**config.mk**
```make
export PLATFORM = sky130hd
export DESIGN_NAME = sat_counter_branch_predictor
export DESIGN_NICKNAME = d
export VERILOG_FILES = /design/src/rtl/sat_counter_branch_predictor.sv
export SDC_FILE = /design/constraint.sdc
export NUM_CORES = 1
export LEC_CHECK = 0
export ABC_AREA = 1
export ABC_CLOCK_PERIOD_IN_PS = 2450
export BUFFER_PORTS_ARGS = -buffer_cell sky130_fd_sc_hd__buf_2
export CORE_MARGIN = 1.5
export CORE_UTILIZATION = 54
export DETAILED_ROUTE_END_ITERATION = 8
export HOLD_SLACK_MARGIN = 0.12
export MAX_ROUTING_LAYER = met4
export PLACE_DENSITY = 0.8
export RECOVER_POWER = 100
export SLEW_MARGIN = 5
export SYNTH_ARGS = -nofsm -noshare
export SYNTH_HDL_FRONTEND = slang
export SYNTH_SLANG_ARGS = --single-unit
```
**constraint.sdc**
```tcl
create_clock -name Clock -period 2.45 [get_ports Clock]
set_clock_uncertainty 0.2 [all_clocks]
set_input_delay 0.49 -clock Clock [delete_from_list [all_inputs] [get_ports Clock]]
set_output_delay 0.49 -clock Clock [all_outputs]
set_load 0.01 [all_outputs]
```
**src/rtl/sat_counter_branch_predictor.sv**
```systemverilog
// sat_counter_branch_predictor: table of saturating counters predicting branch direction,
// bimodal or gshare indexed, with forwarding of same-cycle updates and a mispredict counter.
module sat_counter_branch_predictor #(
    parameter int INDEX_BITS = 4,
    parameter int CTR_BITS   = 2,
    parameter int HIST_BITS  = 0,
    parameter int STAT_BITS  = 16
) (
    input  logic                  Clock,
    input  logic                  Reset,
    input  logic                  Lookup_Valid,
    input  logic [0:31]           Lookup_PC,
    output logic                  Pred_Valid,
    output logic                  Prediction,
    output logic [0:INDEX_BITS-1] Pred_Index,
    input  logic                  Update_Valid,
    input  logic [0:INDEX_BITS-1] Update_Index,
    input  logic                  Update_Taken,
    input  logic                  Update_Mispredict,
    output logic [0:STAT_BITS-1]  Mispredict_Count
);
    localparam int DEPTH = 1 << INDEX_BITS;
    localparam int GW = HIST_BITS > 0 ? HIST_BITS : 1;
    localparam logic [CTR_BITS-1:0] CTR_INIT = CTR_BITS'(1 << (CTR_BITS - 1));
    localparam logic [CTR_BITS-1:0] CTR_MAX = '1;

    logic [CTR_BITS-1:0]   ctr_q [DEPTH];
    logic [CTR_BITS-1:0]   ctr_d [DEPTH];
    logic [CTR_BITS-1:0]   cur;
    logic [GW-1:0]         ghr_q, ghr_d;
    logic [INDEX_BITS-1:0] idx, upd_idx;
    logic [INDEX_BITS-1:0] pred_index_q, pred_index_d;
    logic                  pred_valid_q, pred_valid_d;
    logic                  prediction_q, prediction_d;
    logic [STAT_BITS-1:0]  mis_q, mis_d;
    logic                  unused_pc;

    assign unused_pc = ^Lookup_PC[0:31-INDEX_BITS];

    always_comb begin
        upd_idx = Update_Index;
        // ghr_q stays zero in bimodal mode, so the XOR is a no-op there
        idx = Lookup_PC[32-INDEX_BITS:31] ^ INDEX_BITS'(ghr_q);
        for (int i = 0; i < DEPTH; i++) ctr_d[i] = ctr_q[i];
        cur = ctr_q[upd_idx];
        if (Update_Valid)
            ctr_d[upd_idx] = Update_Taken ? (cur == CTR_MAX ? cur : cur + CTR_BITS'(1))
                                          : (cur == '0 ? cur : cur - CTR_BITS'(1));
        ghr_d = (HIST_BITS > 0 && Update_Valid) ? (ghr_q << 1) | GW'(Update_Taken) : ghr_q;
        mis_d = (Update_Valid && Update_Mispredict && mis_q != '1) ? mis_q + STAT_BITS'(1) : mis_q;
        pred_valid_d = Lookup_Valid;
        // reading ctr_d forwards a same-cycle update to the lookup
        prediction_d = Lookup_Valid ? ctr_d[idx][CTR_BITS-1] : prediction_q;
        pred_index_d = Lookup_Valid ? idx : pred_index_q;
    end

    always_ff @(posedge Clock) begin
        if (Reset) begin
            for (int i = 0; i < DEPTH; i++) ctr_q[i] <= CTR_INIT;
            ghr_q        <= '0;
            mis_q        <= '0;
            pred_valid_q <= 1'b0;
            prediction_q <= 1'b0;
            pred_index_q <= '0;
        end else begin
            for (int i = 0; i < DEPTH; i++) ctr_q[i] <= ctr_d[i];
            ghr_q        <= ghr_d;
            mis_q        <= mis_d;
            pred_valid_q <= pred_valid_d;
            prediction_q <= prediction_d;
            pred_index_q <= pred_index_d;
        end
    end

    assign Pred_Valid       = pred_valid_q;
    assign Prediction       = prediction_q;
    assign Pred_Index       = pred_index_q;
    assign Mispredict_Count = mis_q;
endmodule

```
## Word level (Yosys, flattened, before mapping)

Memories as Yosys holds them, arrays and structs flattened.
Index checks and enable logic that the tools add are counted.

| operators by class | value |
|---|---|
| $lt $le $gt $ge | 3 |
| $add $sub $neg | 3 |
| eq/ne operators | 2 |
| bitwise logic cells | 18 |
| reduce and logical (&&, ||, !) cells | 4 |
| muxes and demuxes | 29 |

Operators by type and width:

| cell | number |
|---|---|
| 2-to-1 mux 2 bit | 22 |
| bitwise mux 32 bit | 1 |
| 2-to-1 mux 32 bit | 1 |
| adder 16 x 1 -> 16 bit, second input constant | 1 |
| != test 16 bit, second input constant | 1 |
| bitwise OR 1 bit | 16 |
| >= comparator 5 bit, second input constant | 2 |
| NOT 4 -> 5 bit | 2 |
| binary-select mux 2 bit (select 4 bit) | 1 |
| demux 2 bit (select 4 bit) | 1 |
| less-than comparator 5 x 1 -> 1 bit, second input constant | 1 |
| logical AND 1 bit | 3 |
| 2-to-1 mux 1 bit | 3 |
| adder 2 x 1 -> 2 bit, second input constant | 1 |
| == test 2 bit, second input constant | 1 |
| zero test 2 bit | 1 |
| subtractor 2 x 1 -> 2 bit, second input constant | 1 |

| word-level totals | value |
|---|---|
| output and inout bits | 22 |
| RAM bits | 32 |
| word-level logic and storage cells | 64 |
| register bits after elaboration | 22 |
| input port bits | 42 |
| memories kept | 1 |

Memories:

| memory | words | bits a word | read ports | clocked after Yosys merged registers in | write ports | line | RTL |
|---|---|---|---|---|---|---|---|
| ctr_q | 16 | 2 | 17 | 0 | 16 | 27 | `logic [CTR_BITS-1:0] ctr_q [DEPTH];` |

## Depth between registers and ports, before layout

| logic depth | value |
|---|---|
| word-level depth | 10 |
| depth in mapped cells | 18 |
| mapped depth without buffers | 17 |

## Worst setup path before layout

Ideal clock, no wire load.

| timing path | value |
|---|---|
| path kind | input -> register |
| start point | in Update_Index[2] (netlist bit) |
| end point | reg prediction_q, in the netlist Prediction |
| setup slack | 277 ps |
| data required time | 2137 ps |
| arrival | 1860 ps |
| cell stages on the path | 16 |
| setup time | 113 ps |
| path buffers | 1 |
| path through | buf_2 inv_2 nand2_1 o21ai_0 o21ai_1 nand2_1 nor2_2 nand2_4 nand2_4 nand2_1 o21ai_2 nand2_1 nand3_1 nand3_1 nand3b_1 nand2_1 |

| on the way | value |
|---|---|
| cells in the longest elaborated chain, start to end | 10 |
| elaborated cells between the ends (all ways) | 19 |
| classes of those cells | 2 x add/sub; 2 x order compare; 1 x eq/ne; 10 x mux; 1 x bitwise; 2 x reduce/logical; 1 x memory |

Ends and longest elaborated chain:

| element | line | RTL |
|---|---|---|
| start, declared | 17 | `input logic [0:INDEX_BITS-1] Update_Index,` |
| branches (longest 5 deep; another with memory read (16 x 2 bit)) | n/a |  |
| bitwise mux 32 bit (*) | 47 | `ctr_d[upd_idx] = Update_Taken ? (cur == CTR_MAX ? cur : cur + CTR_BITS'(1))` |
| 2-to-1 mux 32 bit (*) | 46 | `if (Update_Valid)` |
| binary-select mux 2 bit (select 4 bit) (*) | 53 | `prediction_d = Lookup_Valid ? ctr_d[idx][CTR_BITS-1] : prediction_q;` |
| 2-to-1 mux 2 bit (not written as such) (*) (2 in a row) | 53 |  |
| end signal, assigned | 70 | `prediction_q <= prediction_d;` |
| end, declared | 34 | `logic prediction_q, prediction_d;` |

Mark *: on every way between the ends. The select of a mux whose other input is x is not followed.
A chain may end at the register's enable or synchronous reset.

## Final worst setup path

| timing path | value |
|---|---|
| start point | reg mis_q[0], in the netlist Mispredict_Count[15] |
| end point | reg mis_q[13], in the netlist Mispredict_Count[2] |

| on the way | value |
|---|---|
| cells in the longest elaborated chain, start to end | 2 |
| elaborated cells between the ends (all ways) | 3 |
| classes of those cells | 1 x add/sub; 1 x eq/ne; 1 x reduce/logical |

Ends and longest elaborated chain:

| element | line | RTL |
|---|---|---|
| start, declared | 35 | `logic [STAT_BITS-1:0] mis_q, mis_d;` |
| start signal, assigned | 68 | `mis_q <= mis_d;` |
| branches (longest 2 deep; another with adder 16 x 1 -> 16 bit) | n/a |  |

Several ways; the timed one is not identified.

==> results_dict.tcl <==
set metrics [dict create \
    grt_start_max_net_pins 22 \
    die_w_um 74.8 \
    core_um2 4850 \
    dieArea_um2 5600 \
    ys_types 31 \
    mostFrequentLayoutCells "nand2_1, inv_1, dfxtp_1, nor2_1, nand3_1" \
    drc_errors 0 \
    maxCapViolations 0 \
    setup_viol 0 \
    end_kind "flop" \
    syn_avg_cell_area_um2 6.44 \
    start_util_pct 57.4 \
    cts_tree "yes" \
    grt_pass1_wl_um 11100 \
    cts-buffers-inserted 5 \
    fmax_mhz 440 \
    grt_pass1_vias 2540 \
    post-route-period-util_pct 92.8 \
    finalMaxSlewViolations 0 \
    rows 25 \
    rr_endpoint "Mispredict_Count[2]" \
    yosysWarnings 0 \
    first_pass_iters 4 \
    min_to "Pred_Index[0]" \
    synth_top_area_cell "dfxtp_1" \
    r2r-start "Mispredict_Count[15]" \
    numPortBuffers 35 \
    cp_max_fo 4 \
    worst_slew_pin_slew_ns 0.660 \
    clock_latency_ns 0.31 \
    wl_um 6820 \
    cp.arrival_ns 2.29 \
    io_pins 64 \
    area_growth_pct 20.6 \
    hold_path.class "input port to flop" \
    wl_per_cell_um 12.1 \
    status "finished, final reports clean" \
    dieHeight_um 74.8 \
    antenna_found_initial 0 \
    powerDensity_nw_per_um2 521 \
    final_nets 541 \
    finalPower_mw 1.75 \
    synth_top_area_share_pct 38.8 \
    drt_iter0_drc 202 \
    diodes 0 \
    grt_use_total_pct 26.9 \
    startpoint_type "flop" \
    netlist_area_um2 2780 \
    whs_path_depth 3 \
    clk_pin_slew_worst_paths_ns 0.09 \
    root_buffer "clkbuf_8" \
    netlist_instances 432 \
    place.gp.congestion 0.971 \
    routed_via_density 5.11 \
    peakVddDrop_mv 0.407 \
    fin_util_pct 69.2 \
    ant_nets 0 \
    cts_max_path_buffers 2 \
    rsz0062_at_grt "no" \
    final_common_cell "nand2_1" \
    r2r_slack_ns 0.18 \
    reg2reg_depth 13 \
    drive_gt1_share_pct 14.1 \
    cts_sinks 54 \
    worst_hold_startpoint "Lookup_PC[28]" \
    hold_viol_final 0 \
    fin_crit_ns 2.27 \
    ys_seq_area_share_pct 38.8 \
    synth-seq-cells 54 \
    syn-num-nets 475 \
    worstSetupPathType "flop to flop" \
    overflow 0 \
    cp.required_ns 2.46 \
    max_slew_margin_pct 55.9 \
    cts_hold_buf 0 \
    dp_hpwl_um 5240 \
    h-tree-depth 2 \
    p_leak_nw 1.57 \
    vias 2885 \
    synthTopCellsByArea "dfxtp_1, nand2_1, nand3_1, inv_1, nor2_1" \
]
## power breakdown
part           switching, mW  internal, mW  leakage (nW)
clock network          0.294         0.301        0.0542
registers             0.0112         0.898         0.439
logic                  0.154        0.0890          1.08
total                  0.460          1.29          1.57
## logic make-up after synthesis
logic type	count (synthesis)	synth area share (%)
AOI/OAI and AO/OA	69	14.4
adders and majority gates	1	0.449
buffers and inverters	76	10.8
DFF	54	38.8
and+or+nand+nor	232	35.5
## layout make-up
class / instances / area, um^2
multi-input cells: 302 / 1430
inverters: 66 / 248
flip-flops and latches: 54 / 1080
well taps: 67 / 83.8
clock inverters: 2 / 38.8
clock buffers: 5 / 68.8
fillers: 443 / 1490
repair buffers: 69 / 405
## per-layer routing
layer	up-vias	global-route usage [%]	part of all wire (%)
li1	1508	-	-
met1	1277	34.1	47
met2	90	43.0	46
met3	10	6.43	6.5
met4	0	8.08	0.98
met5	-	-	0
## critical path: stages (launching register included)
cell,delay (ns)
dfxtp_2,0.35
ha_2,0.19
nand3_2,0.08
nor2_1,0.05
nand3_1,0.06
and3_4,0.18
nand3b_1,0.12
nor2_2,0.19
nand2_2,0.12
nor3_4,0.21
nand3_2,0.15
nor2_2,0.14
nor2_1,0.05
o21a_1,0.10
## worst max-delay path by stage
| stage | startpoint | endpoint | cells after the start |
|---|---|---|---|
| 6_report | Mispredict_Count[15] | Mispredict_Count[2] | 13 |
| 5_1_grt | Mispredict_Count[10] | Mispredict_Count[0] | 14 |
| 4_1_cts | Mispredict_Count[15] | Mispredict_Count[0] | 13 |
| 3_5_place_dp | Update_Index[3] | Prediction | 19 |
| 3_3_place_gp | Update_Index[3] | Prediction | 19 |
| 2_1_floorplan | Update_Index[2] | Prediction | 16 |
## stage by stage
| stage | setup WS (ns) | hold slack (ns) | std cells | TNS, ns | cell area [um^2] |
|---|---|---|---|---|---|
| 6_report | 0.177 | 0.279 | 565 | 0 | 3360 |
| 5_1_grt | 0.00681 | 0.311 | 565 | 0 | 3360 |
| 4_1_cts | 0.0298 | 0.244 | 561 | 0 | 3350 |
| 3_5_place_dp | -0.0765 | 0.273 | 554 | -0.0765 | 3240 |
| 3_3_place_gp | -0.0615 | 0.258 | 554 | -0.0615 | 3240 |
| 2_1_floorplan | 0.277 | 0.257 | 432 | 0 | 2780 |
## timing repair
action                                  4_1_cts  5_1_grt
endpoints found under the hold margin         0        0
setup buffers                                 0        4
gates resized for setup                       0        9
endpoints found under the setup margin        0        2
## synth_stat cells, drive strengths merged
master / n
o21bai: 1
nand3: 49
nor2: 55
a211oi: 1
nand4: 3
clkinv: 1
nand2: 115
clkbuf: 6
nor3: 7
inv: 65
a21oi: 15
nand3b: 2
and3: 1
dfxtp: 54
o21ai: 43
buf: 4
ha: 1
o211ai: 7
a31oi: 1
o21a: 1
Power figures use the tool's default switching activity.
